<file path="src/rtl/mem_port_master_if.sv">
`default_nettype none
// ============================================================================
//  Module   : mem_port_master_if
//  Purpose  : Core request/response channel plus DataMEM bus for one port.
//             The master modport is the port-initiator view; the slave
//             modport is the view of the core and memory around it.
//  Revision : 1.0  initial release
// ============================================================================
interface mem_port_master_if #(
    parameter int TAM = 16
) ();
    // core request channel
    logic           req_valid;
    logic           req_ready;
    logic           req_we;
    logic [TAM-1:0] req_addr;
    logic [TAM-1:0] req_wdata;
    // core response channel
    logic           rsp_valid;
    logic           rsp_ready;
    logic [TAM-1:0] rsp_data;
    // status
    logic           err;
    logic           busy;
    // DataMEM bus
    logic [TAM-1:0] dataADDR;
    logic [TAM-1:0] dataIN;
    logic           dataWrite;
    logic           dataLoad;
    logic [TAM-1:0] dataOUT;

    modport master (
        input  req_valid, req_we, req_addr, req_wdata, rsp_ready, dataOUT,
        output req_ready, rsp_valid, rsp_data, err, busy,
               dataADDR, dataIN, dataWrite, dataLoad
    );

    modport slave (
        output req_valid, req_we, req_addr, req_wdata, rsp_ready, dataOUT,
        input  req_ready, rsp_valid, rsp_data, err, busy,
               dataADDR, dataIN, dataWrite, dataLoad
    );
endinterface
`default_nettype wire

</file>
<file path="src/rtl/mem_port_master.sv">
`default_nettype none
// ============================================================================
//  Module   : mem_port_master
//  Purpose  : Core-side initiator for one DataMEM port. Buffers load/store
//             requests in an in-order queue, issues one memory access at a
//             time and returns load data on a valid/ready response channel.
//  Revision : 1.0  initial release
// ============================================================================
module mem_port_master #(
    parameter int TAM   = 16,
    parameter int Lmem  = 8,
    parameter int DEPTH = 4,
    parameter int RDLAT = 1
) (
    input  wire logic          clk,
    input  wire logic          rst,
    mem_port_master_if.master  bus
);

    localparam int c_ptr_w  = $clog2(DEPTH);
    localparam int c_cnt_w  = c_ptr_w + 1;
    localparam int c_wait_w = $clog2(RDLAT + 1);
    localparam int c_ent_w  = 1 + Lmem + TAM;

    localparam logic [c_cnt_w-1:0]  c_depth = c_cnt_w'(DEPTH);
    localparam logic [c_wait_w-1:0] c_rdlat = c_wait_w'(RDLAT);
    localparam logic [c_wait_w-1:0] c_one   = c_wait_w'(1);

    typedef enum logic [2:0] {
        ST_IDLE  = 3'd0,
        ST_WRITE = 3'd1,
        ST_READ  = 3'd2,
        ST_WAIT  = 3'd3,
        ST_RESP  = 3'd4
    } state_t;

    state_t                r_state;
    logic [c_ent_w-1:0]    r_mem [DEPTH];
    logic [c_ptr_w-1:0]    r_wr_ptr;
    logic [c_ptr_w-1:0]    r_rd_ptr;
    logic [c_cnt_w-1:0]    r_count;
    logic [c_wait_w-1:0]   r_wait;

    logic                  r_rsp_valid;
    logic [TAM-1:0]        r_rsp_data;
    logic                  r_err;
    logic [TAM-1:0]        r_data_addr;
    logic [TAM-1:0]        r_data_in;
    logic                  r_data_write;
    logic                  r_data_load;

    logic                  w_req_ready;
    logic                  w_addr_ok;
    logic                  w_accept;
    logic                  w_push;
    logic                  w_pop;
    logic                  w_avail;
    logic [c_ent_w-1:0]    w_in_entry;
    logic [c_ent_w-1:0]    w_head;
    logic                  w_head_we;
    logic [Lmem-1:0]       w_head_addr;
    logic [TAM-1:0]        w_head_wdata;

    assign w_req_ready = (r_count < c_depth);
    assign w_addr_ok   = ((bus.req_addr >> Lmem) == '0);
    assign w_accept    = bus.req_valid && w_req_ready;
    assign w_push      = w_accept && w_addr_ok;
    assign w_in_entry  = {bus.req_we, bus.req_addr[Lmem-1:0], bus.req_wdata};

    // An empty queue forwards the incoming request straight to the FSM so an
    // access can issue on the cycle right after acceptance.
    assign w_head       = (r_count == '0) ? w_in_entry : r_mem[r_rd_ptr];
    assign w_avail      = (r_count != '0) || w_push;
    assign w_pop        = w_avail && ((r_state == ST_IDLE) || (r_state == ST_WRITE));
    assign w_head_we    = w_head[c_ent_w-1];
    assign w_head_addr  = w_head[TAM +: Lmem];
    assign w_head_wdata = w_head[TAM-1:0];

    assign bus.req_ready = w_req_ready;
    assign bus.rsp_valid = r_rsp_valid;
    assign bus.rsp_data  = r_rsp_data;
    assign bus.err       = r_err;
    assign bus.busy      = (r_count != '0) || (r_state != ST_IDLE);
    assign bus.dataADDR  = r_data_addr;
    assign bus.dataIN    = r_data_in;
    assign bus.dataWrite = r_data_write;
    assign bus.dataLoad  = r_data_load;

    // Queue storage; stale entries are harmless because pointers and count
    // are what define occupancy.
    always_ff @(posedge clk) begin
        if (w_push) begin
            r_mem[r_wr_ptr] <= w_in_entry;
        end
    end

    // Queue pointers, occupancy count and the out-of-range error pulse.
    always_ff @(posedge clk) begin
        if (rst) begin
            r_wr_ptr <= '0;
            r_rd_ptr <= '0;
            r_count  <= '0;
            r_err    <= 1'b0;
        end else begin
            r_err <= w_accept && !w_addr_ok;
            if (w_push) begin
                r_wr_ptr <= r_wr_ptr + 1'b1;
            end
            if (w_pop) begin
                r_rd_ptr <= r_rd_ptr + 1'b1;
            end
            case ({w_push, w_pop})
                2'b10:   r_count <= r_count + 1'b1;
                2'b01:   r_count <= r_count - 1'b1;
                default: r_count <= r_count;
            endcase
        end
    end

    // Access sequencer: issues one memory access at a time, strobes are
    // registered so each lasts exactly one cycle.
    always_ff @(posedge clk) begin
        if (rst) begin
            r_state      <= ST_IDLE;
            r_wait       <= '0;
            r_rsp_valid  <= 1'b0;
            r_rsp_data   <= '0;
            r_data_addr  <= '0;
            r_data_in    <= '0;
            r_data_write <= 1'b0;
            r_data_load  <= 1'b0;
        end else begin
            r_data_write <= 1'b0;
            r_data_load  <= 1'b0;
            case (r_state)
                ST_IDLE, ST_WRITE: begin
                    if (w_avail) begin
                        r_data_addr <= TAM'(w_head_addr);
                        if (w_head_we) begin
                            r_data_in    <= w_head_wdata;
                            r_data_write <= 1'b1;
                            r_state      <= ST_WRITE;
                        end else begin
                            r_data_load  <= 1'b1;
                            r_state      <= ST_READ;
                        end
                    end else begin
                        r_state <= ST_IDLE;
                    end
                end
                ST_READ: begin
                    r_wait  <= c_rdlat;
                    r_state <= ST_WAIT;
                end
                ST_WAIT: begin
                    // dataOUT is valid on the cycle the counter sits at one
                    if (r_wait == c_one) begin
                        r_rsp_data  <= bus.dataOUT;
                        r_rsp_valid <= 1'b1;
                        r_state     <= ST_RESP;
                    end else begin
                        r_wait <= r_wait - 1'b1;
                    end
                end
                ST_RESP: begin
                    if (bus.rsp_ready) begin
                        r_rsp_valid <= 1'b0;
                        r_state     <= ST_IDLE;
                    end
                end
                default: begin
                    r_state <= ST_IDLE;
                end
            endcase
        end
    end

endmodule
`default_nettype wire

</file>
<file path="src/flat_wrapper.sv">
// flat-port wrapper written by rule: the top's interface ports become plain ports
module mem_port_master_flat 
#(
    parameter int TAM   = 16,
    parameter int Lmem  = 8,
    parameter int DEPTH = 4,
    parameter int RDLAT = 1
)
  (clk, rst, bus_req_valid, bus_req_we, bus_req_addr, bus_req_wdata, bus_rsp_ready, bus_dataOUT, bus_req_ready, bus_rsp_valid, bus_rsp_data, bus_err, bus_busy, bus_dataADDR, bus_dataIN, bus_dataWrite, bus_dataLoad);
  mem_port_master_if #(.TAM(TAM)) bus_i ();
  input  wire logic clk;
  input  wire logic rst;
  input wire logic [$bits(bus_i.req_valid)-1:0] bus_req_valid;
  input wire logic [$bits(bus_i.req_we)-1:0] bus_req_we;
  input wire logic [$bits(bus_i.req_addr)-1:0] bus_req_addr;
  input wire logic [$bits(bus_i.req_wdata)-1:0] bus_req_wdata;
  input wire logic [$bits(bus_i.rsp_ready)-1:0] bus_rsp_ready;
  input wire logic [$bits(bus_i.dataOUT)-1:0] bus_dataOUT;
  output wire logic [$bits(bus_i.req_ready)-1:0] bus_req_ready;
  output wire logic [$bits(bus_i.rsp_valid)-1:0] bus_rsp_valid;
  output wire logic [$bits(bus_i.rsp_data)-1:0] bus_rsp_data;
  output wire logic [$bits(bus_i.err)-1:0] bus_err;
  output wire logic [$bits(bus_i.busy)-1:0] bus_busy;
  output wire logic [$bits(bus_i.dataADDR)-1:0] bus_dataADDR;
  output wire logic [$bits(bus_i.dataIN)-1:0] bus_dataIN;
  output wire logic [$bits(bus_i.dataWrite)-1:0] bus_dataWrite;
  output wire logic [$bits(bus_i.dataLoad)-1:0] bus_dataLoad;
  assign bus_i.req_valid = bus_req_valid;
  assign bus_i.req_we = bus_req_we;
  assign bus_i.req_addr = bus_req_addr;
  assign bus_i.req_wdata = bus_req_wdata;
  assign bus_i.rsp_ready = bus_rsp_ready;
  assign bus_i.dataOUT = bus_dataOUT;
  assign bus_req_ready = bus_i.req_ready;
  assign bus_rsp_valid = bus_i.rsp_valid;
  assign bus_rsp_data = bus_i.rsp_data;
  assign bus_err = bus_i.err;
  assign bus_busy = bus_i.busy;
  assign bus_dataADDR = bus_i.dataADDR;
  assign bus_dataIN = bus_i.dataIN;
  assign bus_dataWrite = bus_i.dataWrite;
  assign bus_dataLoad = bus_i.dataLoad;
  mem_port_master #(.TAM(TAM), .Lmem(Lmem), .DEPTH(DEPTH), .RDLAT(RDLAT)) u_core (.clk(clk), .rst(rst), .bus(bus_i));
endmodule
</file>
<file path="config.mk">
export PLATFORM = sky130hd
export DESIGN_NAME = mem_port_master_flat
export DESIGN_NICKNAME = d
export VERILOG_FILES = /design/src/rtl/mem_port_master_if.sv /design/src/rtl/mem_port_master.sv /design/src/flat_wrapper.sv
export SDC_FILE = /design/constraint.sdc
export NUM_CORES = 1
export LEC_CHECK = 0
export BUFFER_PORTS_ARGS = -buffer_cell sky130_fd_sc_hd__buf_2
export CORE_UTILIZATION = 40
export CTS_CLUSTER_DIAMETER = 50
export CTS_CLUSTER_SIZE = 14
export DETAILED_ROUTE_END_ITERATION = 6
export HOLD_SLACK_MARGIN = 0.05
export PLACE_DENSITY_LB_ADDON = 0.05
export SLEW_MARGIN = 20
export SYNTH_ARGS = -nofsm -noshare
export SYNTH_HDL_FRONTEND = slang
export SYNTH_SLANG_ARGS = --single-unit
</file>
<file path="constraint.sdc">
create_clock -name clk -period 3 [get_ports clk]
set_input_delay 0.15 -clock clk [delete_from_list [all_inputs] [get_ports clk]]
set_output_delay 0.15 -clock clk [all_outputs]
set_load 0.1 [all_outputs]
</file>
; ---- After elaboration in Yosys (flattened, before gate mapping)
; Memory sizes are Yosys's and may differ from the RTL's. A register that Yosys moved wholly into a read port is not among the register bits.
; Index checks and enable logic that the tools add are counted.
[totals]
register_bits = 55
ram_bits = 100
input_bits = 53
output_inout_bits = 54
wordCells = 70
mem_count = 1
[op_classes]
addsub = 5
n_lt_le_gt_ge = 1
n_eq_ne = 8
muxes = 18
bitwise_logic = 2
reduce_logical = 23
[mem_list]
columns = name, depth, width, rd, rd_clocked_by_memory_dff, wr, line_no
row1 = u_core.r_mem, 4, 25, 1, 1, 1, mem_port_master.sv:38  ; logic [c_ent_w-1:0] r_mem [DEPTH];
[op_table]
columns = operator, count
row1 = 2-to-1 mux 25 bit, 1
row2 = logical NOT 16 bit, 1
row3 = case mux 3 bit (4 select lines), 1
row4 = 2-to-1 mux 2 bit, 4
row5 = 2-to-1 mux 1 bit, 7
row6 = "== test 3 x 2 -> 1 bit, second input constant", 2
row7 = logical NOT 3 bit, 2
row8 = 2-to-1 mux 3 bit, 2
row9 = case mux 3 bit (2 select lines), 1
row10 = AND reduction 2 bit, 3
row11 = AND reduction 3 bit, 2
row12 = nonzero test 2 bit, 3
row13 = nonzero test 3 bit, 2
row14 = "adder 2 x 1 -> 2 bit, second input constant", 2
row15 = logical AND 1 bit, 4
row16 = case mux 1 bit (2 select lines), 2
row17 = "adder 3 x 1 -> 3 bit, second input constant", 1
row18 = "== test 3 x 1 -> 1 bit, second input constant", 1
row19 = "== test 3 bit, second input constant", 1
row20 = logical OR 1 bit, 3
row21 = "< comparator 3 bit, second input constant", 1
row22 = OR reduction 3 bit, 1
row23 = "subtractor 3 x 1 -> 3 bit, second input constant", 1
row24 = "== test 2 x 1 -> 1 bit, second input constant", 1
row25 = other kinds (7), 8

; ---- Longest topological paths before layout
[logic_depth]
word_depth = 7
depth_mapped = 11
depth_no_buf = 10

; ---- Least setup slack after synthesis
; Ideal clock, no wire load.
[synth_timing]
path_kind = input port to flip-flop
startpoint = input port bus_req_addr[13]
endpoint = register u_core.r_count[2]
setup_time_ns = 0.071
arrival_time_ns = 2.538
t_required_ns = 2.929
path_slack_ns = 0.392
cell_stages = 11
n_path_buf = 1
cell_sequence = or4_4 > o31a_1 > or2_0 > buf_6 > inv_1 > ha_1 > inv_1 > fa_1 > xor2_1 > or3_1 > a21oi_1
[synth_between]
elab_chain_len = 6
elab_cells_between_ends = 8
classes_between = eq/ne (2) / mux (1) / reduce/logical (5)
[synth_lines]
columns = element, line_no
row1 = "start, declared", flat_wrapper.sv:15  ; input wire logic [$bits(bus_i.req_addr)-1:0] bus_req_addr;
row2 = logical NOT 16 bit (*), mem_port_master.sv:65  ; assign w_addr_ok = ((bus.req_addr >> Lmem) == '0);
row3 = logical AND 1 bit (*), mem_port_master.sv:67  ; assign w_push = w_accept && w_addr_ok;
row4 = logical OR 1 bit, mem_port_master.sv:73  ; assign w_avail = (r_count != '0) || w_push;
row5 = logical AND 1 bit, mem_port_master.sv:74  ; assign w_pop = w_avail && ((r_state == ST_IDLE) || (r_state == ST_WRITE));
row6 = == test 2 x 1 -> 1 bit / == test 2 bit (equally long branches), mem_port_master.sv:112  ; case ({w_push, w_pop})
row7 = case mux 3 bit (2 select lines) / nonzero test 2 bit (equally long branches), -
row8 = "end signal, assigned", mem_port_master.sv:113  ; 2'b10: r_count <= r_count + 1'b1;
row9 = "end signal, assigned", mem_port_master.sv:114  ; 2'b01: r_count <= r_count - 1'b1;
row10 = "end signal, assigned", mem_port_master.sv:115  ; default: r_count <= r_count;
row11 = "end, declared", mem_port_master.sv:41  ; logic [c_cnt_w-1:0] r_count;
; Mark *: on every way between the ends. The rest lies on a longest branch, timed or not.
; A chain may end at the register's enable or synchronous reset.

; ---- Worst setup path in the final report
[layout_timing]
startpoint = register u_core.r_count[2]
endpoint = output port bus_busy
[layout_between]
elab_chain_len = 2
[layout_lines]
columns = element, line_no
row1 = nonzero test 3 bit, mem_port_master.sv:83  ; assign bus.busy = (r_count != '0) || (r_state != ST_IDLE);
row2 = logical OR 1 bit, mem_port_master.sv:83
row3 = "end, declared", flat_wrapper.sv:23  ; output wire logic [$bits(bus_i.busy)-1:0] bus_busy;
; Every way passes these cells.

==> reports/results.ini <==
[route]
first_iter_violations=201
remaining_drc_errors=0
num_vias=4063
routed_wl_um=14010
routedWlPerCell_um=17.26
vias_per_cell=5.004
antenna_left=0
firstDrtPassIters=5

[critical_path]
max_stage_delay_ns=0.66
worstSetupEndpoint=bus_busy
critPathKind=reg2out
cp.required_ns=2.85
startpoint_type=flip-flop
rr_startpoint=u_core.r_count[2]
critPathSlowestCell=or3_1
critPathMaxFanout=14
reg2reg_slack_ns=0.55
cp-startpoint=u_core.r_count[2]
path_cells=or3_1 -> buf_4 -> or3_1 -> buf_2
endpoint_kind=output port
crit_top_cell=or3_1
timing.rr.end=u_core.r_count[2]
r2r_cells=10
crit_arrival_ns=2.40

[timing]
fin_tns_setup_ns=0
fin_worst_skew_ns=0.009801
rsz0062_at_grt=false
slew_violations=0
setup_violations=0
worst_slew_pin_slew_ns=0.7823
min_period_ns=2.549
max-slew-margin-rel_pct=47.85
hold_viol=0
fin_crit_sh_pct=84.96
fin_ws_ns=0.4511
clock.fmax_ghz=0.3923

[floorplan]
die_w_um=127.2
row_count=45
io_pins=107
die_h_um=127.2
core_area_sq_um=15260
die_area_sq_um=16170
start_util_pct=41.07

[logic_synthesis]
yosysWarnings=0
synth_cell_type_count=49
synthArstFlopShare_pct=0
ys_seq_elements=157
yosysSeqAreaShare_pct=66.12
postSynthAreaPerCell_sq_um=14.34
yosys-top-cells-count=edfxtp_1 (100), dfxtp_1 (57), nand2_1 (42), inv_1 (32)
synth-main-ff-cell=edfxtp_1
synth_area_leader_cell=edfxtp_1
synthTopCellsByArea=edfxtp_1 (48%), dfxtp_1 (18%), mux4_2 (9.0%)
syn_inst=437
synth_enable_flop_cells=100
synth_area_sq_um=6267
synth.most_common_cell=edfxtp_1
synth_top_cell_area_share_pct=47.91

[cts]
cts_root_buf=clkbuf_16
cts.sinks=157
cts_resized=0
cts_max_level=4
max-clock-path-buffers=2
clk_transition_reported_paths_ns=0.06
cts_buffers=17
clk_latency_ns=0.42
cts_tree=built

[job]
max_cap_viol_count=0

[placed_design]
gp_congestion=0.6936
place_area_sq_um=7027
post-place-ws_ns=0.3256
port_buffers=98
place_hpwl_um=8786
dp_cells=738

[finish]
nets=647
instances_no_fill=812
design_area_sq_um=7980
drive_gt1_share_pct=31.78
fin_util_pct=52.30
antenna_cells=0
area_growth_pct=27.33

[grt]
grt_use_met1_pct=23.65
grt_usage_pct=18.57
grt_pass1_vias=4041
grt_max_degree=31
grt_pass1_wl_um=21950
antenna_found_initial=0
grtUsageMet2_pct=31.12
met3_usage_pct=4.564
grt_overflow=0
top_usage_layer=met2

[pwr]
p_per_area_nw_per_um2=1002
p_leak_uw=0.002887
vdd_drop_max_mv=0.6900

[outcome]
run_status=completed

[min_path]
min_path_type=in2reg

## cells in the final DEF (no fill, tap or decap), types with 5 or more instances in the layout
master / count
a211oi_1: 25
a21oi_1: 21
a221oi_1: 16
a221oi_2: 8
and2_1: 19
buf_2: 98
buf_4: 20
clkbuf_16: 17
clkinv_2: 8
conb_1: 8
dfxtp_1: 56
dlygate4sd3_1: 42
edfxtp_1: 100
ha_1: 5
inv_1: 32
mux4_2: 25
nand2_1: 42
nor2_1: 10
## layout make-up
class                   instances  area [sq um]
multi-input cells             220          1857
inverters                      32         120.1
well taps                     211         264.0
repair buffers                160          1061
fillers                      1331          7278
flip-flops and latches        157          4145
clock buffers                  18         429.2
clock inverters                14         103.9
## power by group
part | internal [uW] | switching, uW | leakage, uW
Clock | 1120 | 809 | 0.000258
Combinational | 946 | 2480 | 0.00127
Sequential | 2510 | 131 | 0.00136
Total | 4580 | 3420 | 0.00289
## state kept, by name (all words and copies together) (netlist names), named ones only
register              count
u_core.r_mem            100
u_core.bus.dataIN        16
u_core.bus.rsp_data      16
u_core.bus.dataADDR       8
u_core.r_count            3
u_core.r_state            3
u_core.r_rd_ptr           2
u_core.r_wr_ptr           2
u_core.bus.dataLoad       1
u_core.bus.dataWrite      1
u_core.bus.err            1
u_core.bus.rsp_valid      1
u_core.r_wait             1
## cells by family after synthesis
logic type	after synthesis	synth area share [%]
DFF	157	66.12
xor gates and xnor gates	3	0.4193
muxes	28	9.503
AOI/OAI and AO/OA	74	9.323
buffers and inverters	67	4.752
other	1	0.05983
adders and majority gates	6	1.318
and+or+nand+nor	101	8.505
## how the worst min path moves through the flow
stage,from,depth (start not counted),end,slack (ns)
after floorplan,rst,1,u_core.bus.dataLoad,0.22
after global placement,bus_req_wdata[8],1,u_core.r_mem[2][8],0.38
after detailed placement,bus_req_wdata[8],1,u_core.r_mem[1][8],0.39
after CTS,bus_req_valid,3,u_core.bus.err,0.08
after global routing,bus_req_valid,3,u_core.bus.err,0.11
final,bus_req_valid,3,u_core.bus.err,0.1
## metrics by stage
| stage | hold slack [ns] | total power [uW] |
|---|---|---|
| floorplan | 0.2247 | 5392 |
| global placement | 0.3849 | 6096 |
| detailed placement | 0.3852 | 6113 |
| CTS | 0.07814 | 8112 |
| global route | 0.1070 | 8409 |
| finish | 0.09969 | 7999 |
## worst max-delay path, delay by kind of cell, from the launching register on
kind	cells	cell delay, ns
flip-flops	1	0.36
buffers and inverters	2	0.62
AND/OR/NAND/NOR	2	1.00
## layer usage
layer / part of all wire, % / wire [um]
met5: 0 / 0
met4: 1.1 / 148
met3: 4.1 / 573
met2: 50 / 7032
met1: 45 / 6259
## repair_timing
action | 4_1_cts | 5_1_grt
hold buffers | 42 | 0
setup buffers | 0 | 0
endpoints found under the hold margin | 125 | 0
No activity file was read; power rests on OpenSTA's default activity.
